### src/rtl/wb_accel_bridge_pkg.sv
// Shared types for the accelerator Wishbone bridge: FSM state encoding,
// the latched request record and the stats-window slot helper.
package optimsoc_accel_pkg;

    typedef enum logic [1:0] {
        IDLE,
        ACTIVE,
        RESP,
        ERR
    } accel_bridge_state_t;

    // One latched master request, as forwarded to the selected slave
    typedef struct packed {
        logic [31:0] adr;
        logic [31:0] dat;
        logic [3:0]  sel;
        logic        we;
    } wb_req_t;

    // The highest slot value is reserved for the statistics window
    function automatic int STATS_SLOT(input int slot_bits);
        return (1 << slot_bits) - 1;
    endfunction

endpackage

### src/rtl/wb_accel_bridge_if.sv
// Master-side Wishbone bus of the accelerator bridge. Signal names keep the
// bridge's own port naming so they read the same on both sides.
interface wb_accel_bridge_if;

    logic [31:0] wbs_adr_i;
    logic [31:0] wbs_dat_i;
    logic [3:0]  wbs_sel_i;
    logic        wbs_we_i;
    logic        wbs_cyc_i;
    logic        wbs_stb_i;
    logic        wbs_ack_o;
    logic        wbs_err_o;
    logic [31:0] wbs_dat_o;

    // Network adapter side
    modport master (
        output wbs_adr_i, wbs_dat_i, wbs_sel_i, wbs_we_i, wbs_cyc_i, wbs_stb_i,
        input  wbs_ack_o, wbs_err_o, wbs_dat_o
    );

    // Bridge side
    modport slave (
        input  wbs_adr_i, wbs_dat_i, wbs_sel_i, wbs_we_i, wbs_cyc_i, wbs_stb_i,
        output wbs_ack_o, wbs_err_o, wbs_dat_o
    );

endinterface

### src/rtl/wb_accel_bridge_stats.sv
// Transaction statistics for the accelerator bridge: per-slave saturating
// ack counters, a saturating timeout counter and the read mux of the stats
// window. Only built when OPTIMSOC_ACCEL_BRIDGE_STATS_EN is defined.
module wb_accel_bridge_stats #(
    parameter int NR_ACCEL = 2,
    parameter int SLOT_LSB = 24
) (
    input  logic                clk,
    input  logic                rst,
    input  logic [NR_ACCEL-1:0] ack_inc_i,
    input  logic                timeout_inc_i,
    input  logic                clear_i,
    input  logic [SLOT_LSB-1:0] offset_i,
    output logic [31:0]         rdata_o
);

    logic [NR_ACCEL-1:0][31:0] ack_cnt_q, ack_cnt_d;
    logic [31:0]               to_cnt_q, to_cnt_d;

    // Saturating increments; a clear overrides any same-cycle completion
    always_comb begin
        ack_cnt_d = ack_cnt_q;
        to_cnt_d  = to_cnt_q;
        if (clear_i) begin
            ack_cnt_d = '0;
            to_cnt_d  = '0;
        end else begin
            for (int i = 0; i < NR_ACCEL; i++) begin
                if (ack_inc_i[i] && ack_cnt_q[i] != '1) begin
                    ack_cnt_d[i] = ack_cnt_q[i] + 32'd1;
                end
            end
            if (timeout_inc_i && to_cnt_q != '1) begin
                to_cnt_d = to_cnt_q + 32'd1;
            end
        end
    end

    // Counter registers
    always_ff @(posedge clk or posedge rst) begin
        if (rst) begin
            ack_cnt_q <= '0;
            to_cnt_q  <= '0;
        end else begin
            ack_cnt_q <= ack_cnt_d;
            to_cnt_q  <= to_cnt_d;
        end
    end

    // Word-offset read mux; unknown offsets read zero
    always_comb begin
        rdata_o = '0;
        for (int i = 0; i < NR_ACCEL; i++) begin
            if (offset_i == SLOT_LSB'(4 * i)) begin
                rdata_o = ack_cnt_q[i];
            end
        end
        if (offset_i == SLOT_LSB'(4 * NR_ACCEL)) begin
            rdata_o = to_cnt_q;
        end
    end

endmodule

### src/rtl/wb_accel_bridge.sv
// Wishbone bridge from the network adapter master to NR_ACCEL accelerator
// slaves. The slot field of the address selects one slave; one transaction
// is in flight at a time. Unmapped slots and slave errors answer with
// wbs_err_o, a watchdog aborts silent slaves, and a dropped wbs_cyc_i
// abandons the transfer without a response.
// Optional: OPTIMSOC_ACCEL_BRIDGE_STATS_EN maps the top slot to a
// statistics window (wb_accel_bridge_stats); otherwise that slot errors.
module wb_accel_bridge
    import optimsoc_accel_pkg::*;
#(
    parameter int NR_ACCEL  = 2,
    parameter int SLOT_LSB  = 24,
    parameter int SLOT_BITS = 4,
    parameter int TIMEOUT   = 255
) (
    input  logic                      clk,
    input  logic                      rst,
    wb_accel_bridge_if.slave          wbs,
    output logic [NR_ACCEL-1:0][31:0] acc_adr_o,
    output logic [NR_ACCEL-1:0][31:0] acc_dat_o,
    output logic [NR_ACCEL-1:0][3:0]  acc_sel_o,
    output logic [NR_ACCEL-1:0]       acc_we_o,
    output logic [NR_ACCEL-1:0]       acc_cyc_o,
    output logic [NR_ACCEL-1:0]       acc_stb_o,
    input  logic [NR_ACCEL-1:0]       acc_ack_i,
    input  logic [NR_ACCEL-1:0]       acc_err_i,
    input  logic [NR_ACCEL-1:0][31:0] acc_dat_i,
    output logic                      timeout_o
);

    accel_bridge_state_t       state_q, state_d;
    wb_req_t [NR_ACCEL-1:0]    req_q, req_d;    // per-slave forwarded request, zero when not selected
    logic [NR_ACCEL-1:0]       sel_q, sel_d;    // one-hot active slave, drives cyc and stb
    logic [15:0]               cnt_q, cnt_d;
    logic                      ack_q, ack_d;
    logic                      err_q, err_d;
    logic                      to_q, to_d;
    logic [31:0]               dat_q, dat_d;

    logic [SLOT_BITS-1:0]      slot;
    wb_req_t                   req_in;
    logic                      hit_ack, hit_err;
    logic [31:0]               hit_dat;

    assign slot   = wbs.wbs_adr_i[SLOT_LSB+SLOT_BITS-1:SLOT_LSB];
    assign req_in = '{adr: wbs.wbs_adr_i, dat: wbs.wbs_dat_i,
                      sel: wbs.wbs_sel_i, we: wbs.wbs_we_i};

`ifdef OPTIMSOC_ACCEL_BRIDGE_STATS_EN
    logic [NR_ACCEL-1:0] st_ack_inc;
    logic                st_to_inc;
    logic                st_clr;
    logic [31:0]         st_rdata;

    wb_accel_bridge_stats #(
        .NR_ACCEL (NR_ACCEL),
        .SLOT_LSB (SLOT_LSB)
    ) u_stats (
        .clk           (clk),
        .rst           (rst),
        .ack_inc_i     (st_ack_inc),
        .timeout_inc_i (st_to_inc),
        .clear_i       (st_clr),
        .offset_i      (wbs.wbs_adr_i[SLOT_LSB-1:0]),
        .rdata_o       (st_rdata)
    );
`endif

    // Response of the currently selected slave
    always_comb begin
        hit_ack = |(acc_ack_i & sel_q);
        hit_err = |(acc_err_i & sel_q);
        hit_dat = '0;
        for (int i = 0; i < NR_ACCEL; i++) begin
            if (sel_q[i]) begin
                hit_dat = acc_dat_i[i];
            end
        end
    end

    // Next state and next registered outputs
    always_comb begin
        // NOTE: every signal written here gets a default first, so no path can
        // leave one unassigned and infer a latch.
        state_d = state_q;
        req_d   = req_q;
        sel_d   = sel_q;
        cnt_d   = cnt_q;
        dat_d   = dat_q;
        ack_d   = 1'b0;
        err_d   = 1'b0;
        to_d    = 1'b0;
`ifdef OPTIMSOC_ACCEL_BRIDGE_STATS_EN
        st_ack_inc = '0;
        st_to_inc  = 1'b0;
        st_clr     = 1'b0;
`endif
        case (state_q)
            IDLE: begin
                if (wbs.wbs_cyc_i && wbs.wbs_stb_i) begin
`ifdef OPTIMSOC_ACCEL_BRIDGE_STATS_EN
                    if (int'(slot) == STATS_SLOT(SLOT_BITS)) begin
                        state_d = RESP;
                        ack_d   = 1'b1;
                        dat_d   = st_rdata;
                        st_clr  = wbs.wbs_we_i;
                    end else
`endif
                    if (int'(slot) < NR_ACCEL) begin
                        state_d = ACTIVE;
                        cnt_d   = '0;
                        for (int i = 0; i < NR_ACCEL; i++) begin
                            if (int'(slot) == i) begin
                                sel_d[i] = 1'b1;
                                req_d[i] = req_in;
                            end
                        end
                    end else begin
                        state_d = ERR;
                        err_d   = 1'b1;
                    end
                end
            end
            ACTIVE: begin
                // Priority: master abort, slave error, slave ack, watchdog
                if (!wbs.wbs_cyc_i) begin
                    state_d = IDLE;
                end else if (hit_err) begin
                    state_d = ERR;
                    err_d   = 1'b1;
                end else if (hit_ack) begin
                    state_d = RESP;
                    ack_d   = 1'b1;
                    dat_d   = hit_dat;
`ifdef OPTIMSOC_ACCEL_BRIDGE_STATS_EN
                    st_ack_inc = sel_q;
`endif
                end else if (cnt_q == 16'(TIMEOUT - 1)) begin
                    state_d = ERR;
                    err_d   = 1'b1;
                    to_d    = 1'b1;
`ifdef OPTIMSOC_ACCEL_BRIDGE_STATS_EN
                    st_to_inc = 1'b1;
`endif
                end else begin
                    cnt_d = cnt_q + 16'd1;
                end
                if (state_d != ACTIVE) begin
                    sel_d = '0;
                    req_d = '0;
                end
            end
            RESP, ERR: state_d = IDLE;
            default:   state_d = IDLE;
        endcase
    end

    // State and output registers
    always_ff @(posedge clk or posedge rst) begin
        // NOTE: sequential state uses non-blocking assignments so every flop
        // samples the pre-edge values regardless of statement order.
        if (rst) begin
            state_q <= IDLE;
            req_q   <= '0;
            sel_q   <= '0;
            cnt_q   <= '0;
            ack_q   <= 1'b0;
            err_q   <= 1'b0;
            to_q    <= 1'b0;
            dat_q   <= '0;
        end else begin
            state_q <= state_d;
            req_q   <= req_d;
            sel_q   <= sel_d;
            cnt_q   <= cnt_d;
            ack_q   <= ack_d;
            err_q   <= err_d;
            to_q    <= to_d;
            dat_q   <= dat_d;
        end
    end

    // Flop outputs onto the ports
    always_comb begin
        for (int i = 0; i < NR_ACCEL; i++) begin
            acc_adr_o[i] = req_q[i].adr;
            acc_dat_o[i] = req_q[i].dat;
            acc_sel_o[i] = req_q[i].sel;
            acc_we_o[i]  = req_q[i].we;
        end
    end

    assign acc_cyc_o     = sel_q;
    assign acc_stb_o     = sel_q;
    assign wbs.wbs_ack_o = ack_q;
    assign wbs.wbs_err_o = err_q;
    assign wbs.wbs_dat_o = dat_q;
    assign timeout_o     = to_q;

endmodule

### src/flat_wrapper.sv
// flat-port wrapper written by rule: the top's interface ports become plain ports
module wb_accel_bridge_flat import optimsoc_accel_pkg::*;
#(
    parameter int NR_ACCEL  = 2,
    parameter int SLOT_LSB  = 24,
    parameter int SLOT_BITS = 4,
    parameter int TIMEOUT   = 255
)
  (clk, rst, acc_adr_o, acc_dat_o, acc_sel_o, acc_we_o, acc_cyc_o, acc_stb_o, acc_ack_i, acc_err_i, acc_dat_i, timeout_o, wbs_wbs_adr_i, wbs_wbs_dat_i, wbs_wbs_sel_i, wbs_wbs_we_i, wbs_wbs_cyc_i, wbs_wbs_stb_i, wbs_wbs_ack_o, wbs_wbs_err_o, wbs_wbs_dat_o);
  wb_accel_bridge_if wbs_i ();
  input  logic clk;
  input  logic rst;
  output logic [NR_ACCEL-1:0][31:0] acc_adr_o;
  output logic [NR_ACCEL-1:0][31:0] acc_dat_o;
  output logic [NR_ACCEL-1:0][3:0] acc_sel_o;
  output logic [NR_ACCEL-1:0] acc_we_o;
  output logic [NR_ACCEL-1:0] acc_cyc_o;
  output logic [NR_ACCEL-1:0] acc_stb_o;
  input  logic [NR_ACCEL-1:0] acc_ack_i;
  input  logic [NR_ACCEL-1:0] acc_err_i;
  input  logic [NR_ACCEL-1:0][31:0] acc_dat_i;
  output logic timeout_o;
  input wire logic [$bits(wbs_i.wbs_adr_i)-1:0] wbs_wbs_adr_i;
  input wire logic [$bits(wbs_i.wbs_dat_i)-1:0] wbs_wbs_dat_i;
  input wire logic [$bits(wbs_i.wbs_sel_i)-1:0] wbs_wbs_sel_i;
  input wire logic [$bits(wbs_i.wbs_we_i)-1:0] wbs_wbs_we_i;
  input wire logic [$bits(wbs_i.wbs_cyc_i)-1:0] wbs_wbs_cyc_i;
  input wire logic [$bits(wbs_i.wbs_stb_i)-1:0] wbs_wbs_stb_i;
  output wire logic [$bits(wbs_i.wbs_ack_o)-1:0] wbs_wbs_ack_o;
  output wire logic [$bits(wbs_i.wbs_err_o)-1:0] wbs_wbs_err_o;
  output wire logic [$bits(wbs_i.wbs_dat_o)-1:0] wbs_wbs_dat_o;
  assign wbs_i.wbs_adr_i = wbs_wbs_adr_i;
  assign wbs_i.wbs_dat_i = wbs_wbs_dat_i;
  assign wbs_i.wbs_sel_i = wbs_wbs_sel_i;
  assign wbs_i.wbs_we_i = wbs_wbs_we_i;
  assign wbs_i.wbs_cyc_i = wbs_wbs_cyc_i;
  assign wbs_i.wbs_stb_i = wbs_wbs_stb_i;
  assign wbs_wbs_ack_o = wbs_i.wbs_ack_o;
  assign wbs_wbs_err_o = wbs_i.wbs_err_o;
  assign wbs_wbs_dat_o = wbs_i.wbs_dat_o;
  wb_accel_bridge #(.NR_ACCEL(NR_ACCEL), .SLOT_LSB(SLOT_LSB), .SLOT_BITS(SLOT_BITS), .TIMEOUT(TIMEOUT)) u_core (.clk(clk), .rst(rst), .wbs(wbs_i), .acc_adr_o(acc_adr_o), .acc_dat_o(acc_dat_o), .acc_sel_o(acc_sel_o), .acc_we_o(acc_we_o), .acc_cyc_o(acc_cyc_o), .acc_stb_o(acc_stb_o), .acc_ack_i(acc_ack_i), .acc_err_i(acc_err_i), .acc_dat_i(acc_dat_i), .timeout_o(timeout_o));
endmodule
### config.mk
export PLATFORM = sky130hd
export DESIGN_NAME = wb_accel_bridge_flat
export DESIGN_NICKNAME = d
export VERILOG_FILES = /design/src/rtl/wb_accel_bridge_pkg.sv /design/src/rtl/wb_accel_bridge_if.sv /design/src/rtl/wb_accel_bridge_stats.sv /design/src/rtl/wb_accel_bridge.sv /design/src/flat_wrapper.sv
export SDC_FILE = /design/constraint.sdc
export NUM_CORES = 1
export LEC_CHECK = 0
export CAP_MARGIN = 10
export CORE_ASPECT_RATIO = 1.25
export CORE_UTILIZATION = 39
export DETAILED_ROUTE_END_ITERATION = 7
export PLACE_DENSITY_LB_ADDON = 0.1
export SYNTH_ARGS = -nofsm -noshare
export SYNTH_HDL_FRONTEND = slang
export SYNTH_SLANG_ARGS = --single-unit
export TNS_END_PERCENT = 100
### constraint.sdc
create_clock -name clk -period 6 [get_ports clk]
set_input_delay 1.2 -clock clk [delete_from_list [all_inputs] [get_ports clk]]
set_output_delay 1.2 -clock clk [all_outputs]
set_load 0.02 [all_outputs]
Word-level counts from Yosys, hierarchy flattened
Index checks and enable logic that the tools add are counted.
{"block": "word_totals", "input_bits": 141, "elab_cells": 90, "reg_bits": 193, "mem_bits_ro": 0, "mem_bits_rw": 0, "out_inout_bits": 177, "latch_bits": 0, "n_memories": 0}
{"block": "op_classes", "n_div": 0, "magnitude_cmp": 1, "multipliers": 0, "bitwise": 3, "shift": 0, "n_reduce_logical": 11, "eq_ne": 15, "n_mux": 43, "n_addsub": 1}
{"cell": "$mux W138", "count": 3}
{"cell": "$pmux W138 S2", "count": 1}
{"cell": "$mux W69", "count": 2}
{"cell": "$mux W16", "count": 6}
{"cell": "$mux W32", "count": 2}
{"cell": "$pmux W16 S2", "count": 1}
{"cell": "$mux W2", "count": 10}
{"cell": "$add A16 B1 Y16 const B", "count": 1}
{"cell": "$eq A16 B8 Y1 const B", "count": 1}
{"cell": "$mux W1", "count": 15}
{"cell": "$ne A2 B1 Y1 const B", "count": 6}
{"cell": "$reduce_and A5 Y1", "count": 2}
{"cell": "$ne A2 B2 Y1 const B", "count": 4}
{"cell": "$reduce_and A7 Y1", "count": 1}
{"cell": "$pmux W2 S3", "count": 1}
{"cell": "$reduce_or A2 Y1", "count": 3}
{"cell": "$and A2 B2 Y2", "count": 2}
{"cell": "$eq A2 B2 Y1 const B", "count": 2}
{"cell": "$eq A4 B2 Y1 const B", "count": 1}
{"cell": "$logic_not A4 Y1", "count": 1}
{"cell": "$lt A4 B2 Y1 const B", "count": 1}
{"cell": "$pmux W2 S2", "count": 1}
{"cell": "$reduce_and A4 Y1", "count": 1}
{"cell": "$eq A2 B1 Y1 const B", "count": 1}
{"cell": "5 further kinds", "count": 5}

Longest topological paths before layout
{"block": "logic_depth", "ltp_word": 9, "ltp_mapped": 9, "depth_no_buf": 7}

Least setup slack after synthesis
No wires, ideal clock.
{"block": "synth_timing", "kind": "input -> register", "from": "in wbs_wbs_cyc_i", "to": "reg u_core.cnt_q[12]", "slack_ns": 3.375, "setup_time_ns": 0.078, "path_buffers": 2, "required_ns": 5.922, "stages": 7, "arrival_ns": 2.548, "path_cell_list": "buf_2 > a21o_1 > o211ai_1 > or2_0 > clkbuf_1 > or4_1 > a21oi_1"}
{"block": "synth_between", "elab_chain_cells": 3, "word_cells_on_any_way": 4, "cone_classes": "2 x eq/ne; 2 x reduce/logical"}
{"element": "start, declared", "line": "flat_wrapper.sv:27", "rtl": "input wire logic [$bits(wbs_i.wbs_cyc_i)-1:0] wbs_wbs_cyc_i;"}
{"element": "$logic_and A1 B1 Y1", "line": "wb_accel_bridge.sv:100", "rtl": "if (wbs.wbs_cyc_i && wbs.wbs_stb_i) begin"}
{"element": "$ne A2 B1 Y1 (no source line)"}
{"element": "$reduce_and A7 Y1 (no source line) *"}
{"element": "end signal, assigned", "line": "wb_accel_bridge.sv:175", "rtl": "cnt_q <= cnt_d;"}
{"element": "end, declared", "line": "wb_accel_bridge.sv:34", "rtl": "logic [15:0] cnt_q, cnt_d;"}
Mark *: on every way between the ends. The rest lies on a longest branch, timed or not.
A chain may end at the register's enable or synchronous reset.

Worst setup path after layout
{"block": "layout_timing", "from": "in wbs_wbs_cyc_i", "to": "reg u_core.req_q (netlist bit u_core.acc_adr_o[48])"}
{"block": "layout_between", "elab_chain_cells": 5, "word_cells_on_any_way": 7, "cone_classes": "3 x eq/ne; 2 x mux; 2 x reduce/logical"}
{"element": "$mux W2", "line": "wb_accel_bridge.sv:126", "rtl": "if (!wbs.wbs_cyc_i) begin"}
{"element": "$mux W2", "line": "wb_accel_bridge.sv:98", "rtl": "case (state_q)"}
{"element": "$ne A2 B1 Y1", "line": "wb_accel_bridge.sv:148", "rtl": "if (state_d != ACTIVE) begin"}
{"element": "$ne A2 B1 Y1 (no source line)"}
{"element": "$reduce_and A5 Y1 (no source line) *"}
{"element": "end signal, assigned", "line": "wb_accel_bridge.sv:173", "rtl": "req_q <= req_d;"}
{"element": "end, declared", "line": "wb_accel_bridge.sv:32", "rtl": "wb_req_t [NR_ACCEL-1:0] req_q, req_d;"}
Mark *: on every way between the ends. The rest lies on a longest branch, timed or not. The select of a mux whose other input is x is not followed.

==> impl_metrics.env <==
export IMPL_finalCriticalPeriod_ps=3580
export IMPL_cts_hold_buf=0
export IMPL_globalplace_congestion=0.834
export IMPL_fp_dieArea_sq_um=20400
export IMPL_remaining_drc_errors=0
export IMPL_num_vias=6071
export IMPL_fin_nets=1016
export IMPL_hold_path_class="reg -> reg"
export IMPL_path_class="in -> reg"
export IMPL_yosys_warnings=0
export IMPL_synth_ff_type="dfrtp_1"
export IMPL_ys_ff_latch=193
export IMPL_r2r_setup_slack_ps=2980
export IMPL_cts_tree="built"
export IMPL_final_common_cell="clkdlybuf4s50_1"
export IMPL_synth_cell_area_sq_um=7720
export IMPL_pwr_share_clk_pct=28.4
export IMPL_synth_edf_count=0
export IMPL_die_x_um=128
export IMPL_cp_max_fo=41
export IMPL_end_kind="flop"
export IMPL_critPathArrivalTime_ps=3940
export IMPL_io_buffers=317
export IMPL_cts_made_buffers=17
export IMPL_routed_wirelength_um=22700
export IMPL_antenna_found_initial=2
export IMPL_grt_pass1_vias=6477
export IMPL_cap_violations=0
export IMPL_status="complete, no violations"
export IMPL_synth_cells=578
export IMPL_clockBufferDepth=2
export IMPL_pwr_share_comb_pct=30.8
export IMPL_skew_ps=12.4
export IMPL_worstHoldStart="u_core.acc_adr_o[24]"
export IMPL_required_ps=6360
export IMPL_rr_endpoint="u_core.acc_we_o[1]"
export IMPL_max_slew_margin_pct=28.2
export IMPL_finalSetupViolCount=0
export IMPL_r2r_start="u_core.acc_cyc_o[1]"
export IMPL_reg2reg_depth=7
export IMPL_cpPeakStageDelay_ps=940
export IMPL_fmax_mhz=279
export IMPL_core_area_sq_um=19400
export IMPL_ctsRootBufferMaster="clkbuf_16"
export IMPL_ctsHtreeMaxLevel=4
export IMPL_dr_pass1_iters=4
export IMPL_cts_resized=0
export IMPL_fin_crit_sh_pct=59.7
export IMPL_p_switching_mw=1.26
export IMPL_path_clk_slew_ps=70
export IMPL_total_power_mw=4.05
export IMPL_grt_usage_pct=22.8
export IMPL_cp_num_buf_inv=2
export IMPL_post_drt_wl_per_cell_um=19.7
export IMPL_grt_pass1_wl_um=35800
export IMPL_leakage_nw=5.17
export IMPL_async_flop_share_pct=100
export IMPL_synth_distinct_cells=48
export IMPL_io_pins=318
export IMPL_crit_path_start_kind="input port"
export IMPL_grt_max_degree=194
export IMPL_tns_ps=0
export IMPL_clk_latency_ps=430
export IMPL_seq_area_frac_synth_pct=62.6
export IMPL_syn_nets=721
export IMPL_final_max_slew_viol_count=0
export IMPL_rsz0062_at_grt="no"
export IMPL_dp_hpwl_um=16000
export IMPL_syn2layout_area_growth_pct=51.9
export IMPL_antenna_left=0
export IMPL_grt_ovfl_total=0
export IMPL_fp_row_count=57
export IMPL_whs_path_depth=1
export IMPL_power_density_nw_per_um2=345
export IMPL_final_cell_mix="317 x clkdlybuf4s50_1, 193 x dfrtp_1, 162 x a22o_1"
export IMPL_synth_avg_cell_area_sq_um=13.4
export IMPL_hold_viol_final=0
export IMPL_p_int_mw=2.79
export IMPL_seqPwrFrac_pct=40.8
export IMPL_die_height_um=159
export IMPL_vdd_ir_drop_max_mv=0.185
export IMPL_postCtsSetupRepairBufs=0
export IMPL_drt_iter0_markers=326
export IMPL_whs_endpoint="u_core.acc_adr_o[24]"
export IMPL_start_util_pct=39.8
export IMPL_p_sw_share_pct=31.1
export IMPL_cp_cell_sequence="clkdlybuf4s50_1, a21o_1, o211ai_1, nor2_4, buf_4, a22o_1"
export IMPL_cp_top_family="buffers and inverters"
export IMPL_cts_sinks=193
export IMPL_drive_gt1_share_pct=9.60
export IMPL_worst_pin_slew_ps=1080
export IMPL_crit_slowest_cell="nor2_4"
export IMPL_avgViaCountPerCell=5.27
-- synthesized netlist by cell type (2+ instances only) --
| master | count | share of area (%) |
|---|---|---|
| dfrtp_1 | 193 | 63 |
| a22o_1 | 162 | 18 |
| mux2_2 | 33 | 4.8 |
| clkbuf_1 | 30 | 1.5 |
| o21ai_0 | 17 | 1.1 |
| nand2_1 | 14 | 0.68 |
| buf_2 | 13 | 0.84 |
| nor2_1 | 13 | 0.63 |
| nand3_1 | 11 | 0.71 |
| a21oi_1 | 8 | 0.52 |
| inv_1 | 8 | 0.39 |
| and2_1 | 7 | 0.57 |
| a31oi_1 | 5 | 0.41 |
| and3_1 | 5 | 0.41 |
| and4_1 | 4 | 0.45 |
| nand4_1 | 4 | 0.32 |
| o31ai_1 | 4 | 0.39 |
| or4_1 | 4 | 0.39 |
| buf_1 | 3 | 0.15 |
| a21boi_0 | 2 | 0.19 |
| a21o_1 | 2 | 0.19 |
| and3b_1 | 2 | 0.23 |
| buf_4 | 2 | 0.19 |
| buf_6 | 2 | 0.29 |
| ha_1 | 2 | 0.32 |
| mux2i_1 | 2 | 0.26 |
| nor3_1 | 2 | 0.13 |
| nor3b_1 | 2 | 0.19 |
| nor4_1 | 2 | 0.16 |
| o21bai_1 | 2 | 0.19 |
-- sequential cells by signal, summed over array words and instances (netlist names) --
signal / flops
u_core.acc_sel_o: 8
u_core.acc_dat_o: 64
u_core.timeout_o: 1
u_core.acc_we_o: 2
u_core.acc_adr_o: 64
u_core.wbs.wbs_err_o: 1
u_core.acc_cyc_o: 2
u_core.wbs.wbs_ack_o: 1
u_core.wbs.wbs_dat_o: 32
u_core.cnt_q: 16
u_core.state_q: 2
-- how the worst max path moves through the flow --
stage / start / to / slack (ps) / depth (start not counted)
3_5_place_dp: wbs_wbs_cyc_i / u_core.acc_adr_o[45] / 1960 / 6
3_3_place_gp: wbs_wbs_cyc_i / u_core.acc_adr_o[53] / 2080 / 6
5_1_grt: wbs_wbs_cyc_i / u_core.acc_adr_o[48] / 2200 / 6
6_report: wbs_wbs_cyc_i / u_core.acc_adr_o[48] / 2420 / 6
4_1_cts: wbs_wbs_cyc_i / u_core.acc_adr_o[48] / 2410 / 6
2_1_floorplan: rst / u_core.acc_adr_o[0] / 2310 / 1
-- worst register-to-register path: stages (launching register included) --
cell     delay, ps
dfrtp_1        620
buf_4          340
o21ai_0        160
and3_1         400
a21oi_4        200
a21oi_4        650
buf_4          400
a22o_1         190
-- routing by layer --
metal  GRT usage (%)  wire length [um]  vias up
li1                -                 -     2800
met4            9.30               620        0
met3            6.75              1590       33
met1            26.9              8860     3017
met5               0                 0        -
met2            38.8             11600      221
-- stage by stage --
stage	worst slack [ps]	util (%)	hold WS (ps)	area, sq um	cells
6_report	2420	60.5	484	11700	1152
5_1_grt	2200	60.5	510	11700	1152
4_1_cts	2410	60.4	485	11700	1149
3_5_place_dp	1960	57.3	472	11100	1118
3_3_place_gp	2080	57.3	470	11100	1118
2_1_floorplan	2310	-	444	7720	578
-- cell families after synthesis --
family | Yosys count | share of synthesized area (%)
AOI/OAI and AO/OA | 211 | 22.5
DFF | 193 | 62.6
buffers and inverters | 58 | 3.32
adders and majority gates | 2 | 0.324
and+or+nand+nor | 79 | 6.26
muxes | 35 | 5.07
-- power by group through the flow --
stage | registers [mW] | clock network (mW) | logic (mW)
after floorplan | 1.89 | 0 | 0.379
after global placement | 1.66 | 0 | 1.24
final | 1.65 | 1.15 | 1.25
after global routing | 1.68 | 1.23 | 1.32
after CTS | 1.65 | 1.18 | 1.26
after detailed placement | 1.67 | 0 | 1.26
-- cell type report --
type,instances,area [sq um]
fill,1557,7670
antenna,2,5.00
tap,265,332
sequential,193,4830
timing repair buffer,326,3260
multi-input combinational,327,2670
inverter,8,33.8
clock inverter,12,148
clock buffer,19,453
(Power assumes the default switching activity.)
